[config.mk]
export PLATFORM = sky130hd
export DESIGN_NAME = param_stack
export DESIGN_NICKNAME = d
export VERILOG_FILES = /design/src/rtl/param_stack.sv
export SDC_FILE = /design/constraint.sdc
export NUM_CORES = 1
export LEC_CHECK = 0
export ABC_AREA = 1
export CAP_MARGIN = 40
export CORE_MARGIN = 2
export CORE_UTILIZATION = 53
export CTS_BUF_LIST = sky130_fd_sc_hd__clkbuf_16
export DETAILED_ROUTE_END_ITERATION = 12
export PLACE_DENSITY_LB_ADDON = 0.08
export SLEW_MARGIN = 20
export SYNTH_ARGS = -nofsm -noshare
export SYNTH_HDL_FRONTEND = slang
export SYNTH_SLANG_ARGS = --single-unit
export TNS_END_PERCENT = 20
[constraint.sdc]
create_clock -name clk -period 2.9 [get_ports clk]
set_input_delay 0.58 -clock clk [delete_from_list [all_inputs] [get_ports clk]]
set_output_delay 0.58 -clock clk [all_outputs]
set_load 0.05 [all_outputs]
[src/rtl/param_stack.sv]
// rtl/param_stack.sv - parametrised LIFO stack with status decode and sticky error flags
//
// Purpose:
//   LIFO stack of DEPTH entries, each DATA_W bits wide. Supports push, pop,
//   simultaneous push+pop (replace-top, or bypass when empty) and a registered
//   pop data port. Status outputs decode combinationally from the count register.
//   Rejected pushes/pops set sticky overflow/underflow flags, cleared by err_clr.
//
// Ports:
//   clk          in   1         clock, rising edge
//   reset        in   1         asynchronous active-high reset
//   pushenbl     in   1         push request
//   popenbl      in   1         pop request
//   pushdatain   in   DATA_W    data to push
//   err_clr      in   1         clears sticky overflow/underflow (set wins)
//   popdataout   out  DATA_W    popped data, registered, holds when pop_valid=0
//   pop_valid    out  1         popdataout updated this cycle
//   count        out  CW        number of entries held
//   stack_empty  out  1         count == 0
//   stack_full   out  1         count == DEPTH
//   almost_full  out  1         count >= AF_LEVEL
//   overflow     out  1         sticky: a push was rejected
//   underflow    out  1         sticky: a pop was rejected

module param_stack #(
  parameter int  DATA_W   = 12,
  parameter int  DEPTH    = 8,
  parameter int  AF_LEVEL = 6,
  localparam int CW       = $clog2(DEPTH + 1)
) (
  input  logic              clk,
  input  logic              reset,
  input  logic              pushenbl,
  input  logic              popenbl,
  input  logic [DATA_W-1:0] pushdatain,
  input  logic              err_clr,
  output logic [DATA_W-1:0] popdataout,
  output logic              pop_valid,
  output logic [CW-1:0]     count,
  output logic              stack_empty,
  output logic              stack_full,
  output logic              almost_full,
  output logic              overflow,
  output logic              underflow
);

  // Address width for the storage array; DEPTH >= 2 so $clog2 is at least 1.
  localparam int AW = (DEPTH > 1) ? $clog2(DEPTH) : 1;

  // Storage is deliberately not reset so it can map onto plain flops/LUT RAM.
  logic [DATA_W-1:0] mem_q [DEPTH];

  logic [CW-1:0]     count_q, count_d;
  logic [DATA_W-1:0] popdata_q, popdata_d;
  logic              pop_valid_q, pop_valid_d;
  logic              overflow_q, overflow_d;
  logic              underflow_q, underflow_d;

  logic              is_empty, is_full;
  logic [AW-1:0]     top_idx;
  logic [AW-1:0]     free_idx;
  logic [DATA_W-1:0] top_data;

  logic              do_push, do_pop, do_replace, do_bypass;
  logic              ovf_event, unf_event;
  logic              mem_we;
  logic [AW-1:0]     mem_widx;

  // ------------------------------------------------------------------
  // Status decode from the count register
  // ------------------------------------------------------------------
  assign is_empty = (count_q == '0);
  assign is_full  = (count_q == CW'(DEPTH));

  // Both indices are forced to 0 on the boundary case where they would be
  // meaningless, so a non-power-of-2 DEPTH never addresses past DEPTH-1.
  assign top_idx  = is_empty ? '0 : AW'(count_q - CW'(1));
  assign free_idx = is_full  ? '0 : AW'(count_q);
  assign top_data = mem_q[top_idx];

  // ------------------------------------------------------------------
  // Per-edge action decode
  // ------------------------------------------------------------------
  always_comb begin
    do_push    = 1'b0;
    do_pop     = 1'b0;
    do_replace = 1'b0;
    do_bypass  = 1'b0;
    ovf_event  = 1'b0;
    unf_event  = 1'b0;

    unique case ({pushenbl, popenbl})
      2'b10: begin
        do_push   = ~is_full;
        ovf_event = is_full;
      end
      2'b01: begin
        do_pop    = ~is_empty;
        unf_event = is_empty;
      end
      2'b11: begin
        // Replace-top is legal when full; bypass is legal when empty.
        do_replace = ~is_empty;
        do_bypass  = is_empty;
      end
      default: ;
    endcase
  end

  // ------------------------------------------------------------------
  // Next-state logic
  // ------------------------------------------------------------------
  always_comb begin
    count_d     = count_q;
    popdata_d   = popdata_q;
    pop_valid_d = 1'b0;
    mem_we      = 1'b0;
    mem_widx    = free_idx;

    if (do_push) begin
      mem_we   = 1'b1;
      mem_widx = free_idx;
      count_d  = count_q + CW'(1);
    end

    if (do_pop) begin
      popdata_d   = top_data;
      pop_valid_d = 1'b1;
      count_d     = count_q - CW'(1);
    end

    if (do_replace) begin
      // Old top leaves through the pop port while the new word overwrites it.
      popdata_d   = top_data;
      pop_valid_d = 1'b1;
      mem_we      = 1'b1;
      mem_widx    = top_idx;
    end

    if (do_bypass) begin
      popdata_d   = pushdatain;
      pop_valid_d = 1'b1;
    end

    // Clear first, then let a same-edge event re-set the flag.
    overflow_d  = (overflow_q  & ~err_clr) | ovf_event;
    underflow_d = (underflow_q & ~err_clr) | unf_event;
  end

  // ------------------------------------------------------------------
  // State registers
  // ------------------------------------------------------------------
  always_ff @(posedge clk or posedge reset) begin
    if (reset) begin
      count_q     <= '0;
      popdata_q   <= '0;
      pop_valid_q <= 1'b0;
      overflow_q  <= 1'b0;
      underflow_q <= 1'b0;
    end else begin
      count_q     <= count_d;
      popdata_q   <= popdata_d;
      pop_valid_q <= pop_valid_d;
      overflow_q  <= overflow_d;
      underflow_q <= underflow_d;
    end
  end

  always_ff @(posedge clk) begin
    if (mem_we) begin
      mem_q[mem_widx] <= pushdatain;
    end
  end

  // ------------------------------------------------------------------
  // Outputs
  // ------------------------------------------------------------------
  assign popdataout  = popdata_q;
  assign pop_valid   = pop_valid_q;
  assign count       = count_q;
  assign stack_empty = is_empty;
  assign stack_full  = is_full;
  assign almost_full = (count_q >= CW'(AF_LEVEL));
  assign overflow    = overflow_q;
  assign underflow   = underflow_q;

endmodule

==> results.ini, run 1 <==
[status]
status=completed

[detailed_routing]
drc_errors=0
dr.pass1.iters=5
detail_route.vias_per_cell=5.49
vias=3821
postRouteWirelength_um=13400
ant_nets=0
drt_iter0_markers=479
wl_per_cell_um=19.2

[worst_setup_path]
reg2reg_slack_ps=340
end_kind=output port
path_class=flip-flop to output port
worstRegToRegCells=9
r2r-start=count[0]
cpLargestDelayFamily=buffers and inverters
cp_max_fo=20
critPathLaunchType=flip-flop
cp_slowest_cell=dlygate4sd2_1
required_ps=2320
crit_chain=inv_2 -> ha_1 -> a21oi_1 -> o21ai_0 -> dlygate4sd2_1
max_stage_delay_ps=550
arrival_ps=2050
worst-path-buf-inv=2
r2r-end=mem_q[3][7]

[floorplanning]
rows=36
pin_count=39
die-height_um=103
die_area_um2=10700
start_util_pct=54.0
die_width_um=103
core-area_um2=9680

[placed_design]
dp_hpwl_um=8750
gp_congestion=0.899
portBuffers=38
dp_worst_setup_slack_ps=301

[global_routing]
use_met3_pct=7.26
grt-busiest-layer=met2
use_met1_pct=38.8
grt_pass1_vias=3612
antenna_found_initial=0
grt_use_total_pct=27.6
grt_pass1_wl_um=20400
overflow=0
grt_max_degree=59
use_met2_pct=42.2

[sta]
worstMarginPinSlew_ps=676
max_slew_margin_pct=54.9
finalSetupViolations=0
fin_crit_sh_pct=90.6
skew_ps=8.20
setup_tns_ps=0
finalHoldViolations=0
maxSlewViolCount=0
rsz0062_at_grt=no
setup_ws_ps=274
max_clock_freq_mhz=381
fin_crit_ps=2630

[min_path]
hold_class=flip-flop to flip-flop
hold_end=popdataout[5]
hp-start=popdataout[5]
min_path_cells=2

[layout]
num-nets-final=571
fillerInstances=771
regArea_um2=3360
multi_input_area_um2=1510
num_antenna_cells=0
layout-drive-gt1-share_pct=13.1
synthToLayoutAreaGrowth_pct=21.0

[power]
p_comb_share_pct=45.3
netSwitchingFraction_pct=42.5
switchingPower_mw=3.33
seq_power_share_pct=29.0
ir_drop_uv=491
total_leakage_power_nw=2.62
clkPwrFrac_pct=25.7
p_per_area_nw_per_um2=1240
p_int_mw=4.51

[run]
drv_cap=0

[clocking]
cts_tree=built
insertion_delay_ps=410
cts_max_level=4
cts.sinks=115
cts_setup_buffers=0
clkSlewWorstSetupHoldPaths_ps=50
clock-root-buffer=clkbuf_16
cts_buffer_depth=2
cts_inserted_buffers=17

[logic_synthesis]
synthesis.area_um2=5230
synth-simple-area-share_pct=23.5
avgSynthCellArea_um2=10.4
synth_edf_count=96
ys_types=28
synth_ff_type=edfxtp_1
synthXorXnorAreaFrac_pct=0.670
synthCells=504
synth_mux_area_share_pct=0
syn-num-nets=525
async_flop_share_pct=16.5
ys_seq_elements=115
synth_top_family_by_area=simple AND/OR/NAND/NOR gates
yosysWarningCount=0
synthAdderAreaFrac_pct=0.957
synth_compound_area_share_pct=3.35
synth_seq_area_share_pct=64.2

-- what timing repair did --
action / in CTS / in global routing
gates resized for setup: 1 / 0
hold buffers: 0 / 0
endpoints found under the setup margin: 1 / 0
-- cell type report --
cell class	count	share of cell area, %
Clock buffer	17	6.72
Sequential cell	115	53.1
Timing Repair Buffer	52	7.77
Multi-Input combinational cell	305	23.8
Clock inverter	15	2.37
Tap cell	133	2.63
Inverter	59	3.56
-- through the flow --
stage                     util (%)  std cells  total power, mW  hold WS, ps  area [um2]
after floorplan                  -        504             4.79          531        5260
after global placement        59.4        664             5.79          460        5750
after detailed placement      59.4        664             5.81          464        5750
after CTS                     65.3        696             7.84          479        6330
after global routing          65.3        696             8.30          492        6330
final                         65.3        696             7.84          475        6330
-- worst min-delay path, stage by stage (launching register included) --
cell	delay, ps
dfrtp_1	340
nand2_1	50
nand2_1	50
-- placed cells by master (no fill, tap or decap), types with 2 or more instances in the layout --
cell	instances
nand3b_1	11
ha_1	4
buf_4	15
clkdlybuf4s50_1	35
a21oi_1	12
clkinv_2	6
nor2_2	9
inv_1	58
nor2_4	2
dfrtp_1	18
nand3_1	104
nand2_1	87
bufinv_16	3
or2_2	6
nand2_4	3
clkbuf_16	17
nor2_1	40
o22ai_1	2
inv_2	3
clkinvlp_4	3
edfxtp_1	96
nand2_2	3
xor2_1	3
o21ai_0	14
-- cells in the mapped netlist, types with 2 or more instances --
master | n | share of area, %
inv_1 | 57 | 4.1
o21ai_0 | 14 | 1.3
edfxtp_1 | 96 | 55
buf_2 | 15 | 1.4
nand2_2 | 3 | 0.36
inv_2 | 2 | 0.14
a21oi_1 | 12 | 1.1
nand3b_1 | 11 | 1.6
ha_1 | 4 | 0.96
nand3_1 | 104 | 10
xor2_1 | 3 | 0.50
nand2_1 | 87 | 6.2
buf_6 | 6 | 1.3
o22ai_1 | 2 | 0.24
dfrtp_1 | 19 | 9.1
nand2_4 | 3 | 0.65
nor2_4 | 2 | 0.43
clkbuf_1 | 2 | 0.14
nor2_1 | 48 | 3.4
or2_2 | 6 | 0.72
-- state kept, by name, indices dropped and copies added, names as in the netlist --
register / cells
overflow: 1
pop_valid: 1
count: 4
popdataout: 12
underflow: 1
mem_q: 96
-- cells by family after synthesis --
group                    after synthesis
XOR/XNOR                               4
adder cells (fa/ha/maj)                4
AND/OR/NAND/NOR                      265
buffers and inverters                 84
AO/OA/AOI/OAI                         32
flip-flops                           115
-- power groups by stage --
stage / clock, mW / sequential [mW] / combinational (mW)
detailed placement: 0 / 2.31 / 3.51
finish: 2.01 / 2.28 / 3.55
CTS: 2.03 / 2.28 / 3.53
floorplan: 0 / 2.68 / 2.11
global placement: 0 / 2.30 / 3.49
global route: 2.12 / 2.31 / 3.87
-- how the worst max path moves through the flow --
| stage | start | to | depth (start not counted) |
|---|---|---|---|
| after global placement | pushenbl | mem_q[2][1] | 8 |
| final | count[0] | almost_full | 5 |
| after global routing | count[0] | almost_full | 5 |
| after floorplan | count[0] | mem_q[5][0] | 11 |
| after CTS | count[0] | almost_full | 5 |
| after detailed placement | pushenbl | mem_q[4][2] | 8 |
-- layer usage --
| layer | routed length (um) | vias up | part of all wire [%] |
|---|---|---|---|
| li1 | - | 1791 | - |
| met1 | 5720 | 1808 | 43 |
| met3 | 1120 | 28 | 8.4 |
| met5 | 0 | - | 0 |
| met4 | 320 | 0 | 2.4 |
| met2 | 6220 | 194 | 46 |
Note: power is estimated with default switching activity, not from simulation.
==> run 2, diff against run 1 <==
--- a/config.mk
+++ b/config.mk
@@ -6,9 +6,9 @@
 export NUM_CORES = 1
 export LEC_CHECK = 0
 export ABC_AREA = 1
-export CAP_MARGIN = 40
+export CAP_MARGIN = 20
 export CORE_MARGIN = 2
-export CORE_UTILIZATION = 53
+export CORE_UTILIZATION = 30
 export CTS_BUF_LIST = sky130_fd_sc_hd__clkbuf_16
 export DETAILED_ROUTE_END_ITERATION = 12
 export PLACE_DENSITY_LB_ADDON = 0.08
==> results.ini, run 2 (synthesis results as in run 1) <==
[global_routing]
antenna_found_initial=0  ; unchanged
grt_use_total_pct=16.0  ; was 27.6%
grt_max_degree=75  ; was 59
overflow=0  ; unchanged
grt_pass1_vias=3583  ; was 3612
grt_pass1_wl_um=21300  ; was 20400 um

[detailed_routing]
postRouteWirelength_um=13800  ; was 13400 um
ant_nets=0  ; unchanged
vias=3676  ; was 3821
drt_iter0_markers=372  ; was 479
drc_errors=0  ; unchanged
detail_route.vias_per_cell=4.66  ; was 5.49
wl_per_cell_um=17.6  ; was 19.2 um
dr.pass1.iters=4  ; was 5

[layout]
fin_area_um2=6510  ; was 6330 um2
fin_util_pct=37.9  ; was 65.3%
layout_commonest_cell=nand3_1  ; unchanged
layout-drive-gt1-share_pct=13.3  ; was 13.1%
fillerInstances=1716  ; was 771
multi_input_area_um2=1510  ; unchanged
synthToLayoutAreaGrowth_pct=24.5  ; was 21.0%
largest_register_ff_count=96  ; unchanged
final_cell_mix=nand3_1, edfxtp_1, nand2_1, inv_1, nor2_1  ; unchanged
num_antenna_cells=0  ; unchanged
regArea_um2=3360  ; unchanged
stdcell_count=788  ; was 696
num-nets-final=571  ; unchanged
top_register=mem_q  ; unchanged

[sta]
hold_slack_ps=475  ; about the same
skew_ps=6.21  ; was 8.20 ps
worstMarginPinSlew_ps=864  ; was 676 ps
rsz0062_at_grt=no  ; unchanged
fin_crit_sh_pct=93.4  ; was 90.6%
finalSetupViolations=0  ; unchanged
max_slew_margin_pct=42.4  ; was 54.9%
maxSlewViolCount=0  ; unchanged
fin_crit_ps=2710  ; was 2630 ps
finalHoldViolations=0  ; unchanged
max_clock_freq_mhz=369  ; was 381 MHz

[worst_setup_path]
worstRegToRegCells=9  ; unchanged
required_ps=2320  ; about the same
r2r-end=mem_q[1][0]  ; was mem_q[3][7]
r2r-start=count[1]  ; was count[0]
reg2reg_slack_ps=510  ; was 340 ps
crit_path_end=stack_full  ; was almost_full
arrival_ps=2130  ; was 2050 ps
critPathLaunchType=flip-flop  ; unchanged
cp_max_fo=6  ; was 20
end_kind=output port  ; unchanged
path_class=flip-flop to output port  ; unchanged
crit_start=count[1]  ; was count[0]

[power]
total_leakage_power_nw=2.64  ; was 2.62 nW
ir_drop_uv=555  ; was 491 uV
p_per_area_nw_per_um2=1230  ; was 1240 nW/um2

[floorplanning]
rows=48  ; was 36
pin_count=39  ; unchanged
start_util_pct=30.4  ; was 54.0%
die_width_um=136  ; was 103 um
core-area_um2=17200  ; was 9680 um2
die_area_um2=18500  ; was 10700 um2
die-height_um=136  ; was 103 um

[clocking]
cts_max_level=4  ; unchanged
cts.sinks=115  ; unchanged
cts_tree=built  ; unchanged
clkSlewWorstSetupHoldPaths_ps=50  ; about the same
cts_buffer_depth=2  ; unchanged
clock-root-buffer=clkbuf_16  ; unchanged
cts_inserted_buffers=17  ; unchanged
cts_hold_buffers=0  ; unchanged
insertion_delay_ps=420  ; was 410 ps

[placed_design]
gp_congestion=0.798  ; was 0.899
dp_hpwl_um=9240  ; was 8750 um
portBuffers=38  ; unchanged
placed_cell_area_um2=5870  ; was 5750 um2
dp.cells=756  ; was 664

[min_path]
hold_class=flip-flop to flip-flop  ; unchanged

[status]
status=completed  ; unchanged

[run]
drv_cap=0  ; unchanged

run 2: cell count changes in the layout (fill, tap and decap cells not counted), moves of 2 or more:
| cell | delta |
|---|---|
| bufinv_16 | +2 |
| inv_1 | -3 |
| clkinv_4 | +3 |
| clkinv_2 | -3 |
run 2: cell type report:
class	count	share of cell area, %
Clock buffer	17	6.53
Clock inverter	15	3.29
Inverter	59	3.46
Multi-Input combinational cell	305	23.2
Sequential cell	115	51.6
Tap cell	225	4.32
Timing Repair Buffer	52	7.63
run 2: worst min-delay path by stage:
stage / startpoint / to / slack, ps / depth (start not counted)
3_3_place_gp: popdataout[7] / popdataout[7] / 460 / 2
3_5_place_dp: popdataout[0] / popdataout[0] / 470 / 2
5_1_grt: popdataout[5] / popdataout[5] / 500 / 2
6_report: popdataout[0] / popdataout[0] / 470 / 2
4_1_cts: popdataout[0] / popdataout[0] / 480 / 2
2_1_floorplan: reset / count[1] / 530 / 1
run 2: critical path: stages (launching register included):
cell           delay [ps]
dfrtp_1               440
inv_1                 160
ha_1                  250
nand3_1               190
clkinvlp_4            150
dlygate4sd2_1         530
run 2: power breakdown:
| group | switching [mW] | internal (mW) | total, mW |
|---|---|---|---|
| Combinational | 2.42 | 1.06 | 3.49 |
| Sequential | 0.154 | 2.13 | 2.29 |
| Clock | 0.742 | 1.51 | 2.26 |
run 2: timing repair:
action | in CTS | in global routing
resized for setup | 1 | 1
setup buffers | 0 | 0
endpoints found under the setup margin | 1 | 1
run 2: metrics by stage:
stage	TNS, ps	worst slack [ps]	power, mW
floorplan	-3210	-77.6	4.79
global placement	0	284	5.83
detailed placement	0	291	5.82
CTS	0	49.9	8.10
global route	0	48.7	8.56
finish	0	190	8.03
run 2: metal layers:
layer / share of wire [%] / GRT usage [%] / wire [um] / up-vias
li1: - / - / - / 1790
met1: 50 / 22.9 / 6860 / 1788
met2: 45 / 23.5 / 6220 / 82
met3: 3.9 / 3.65 / 537 / 16
met4: 1.6 / 6.13 / 226 / 0
met5: 0 / 0 / 0 / -
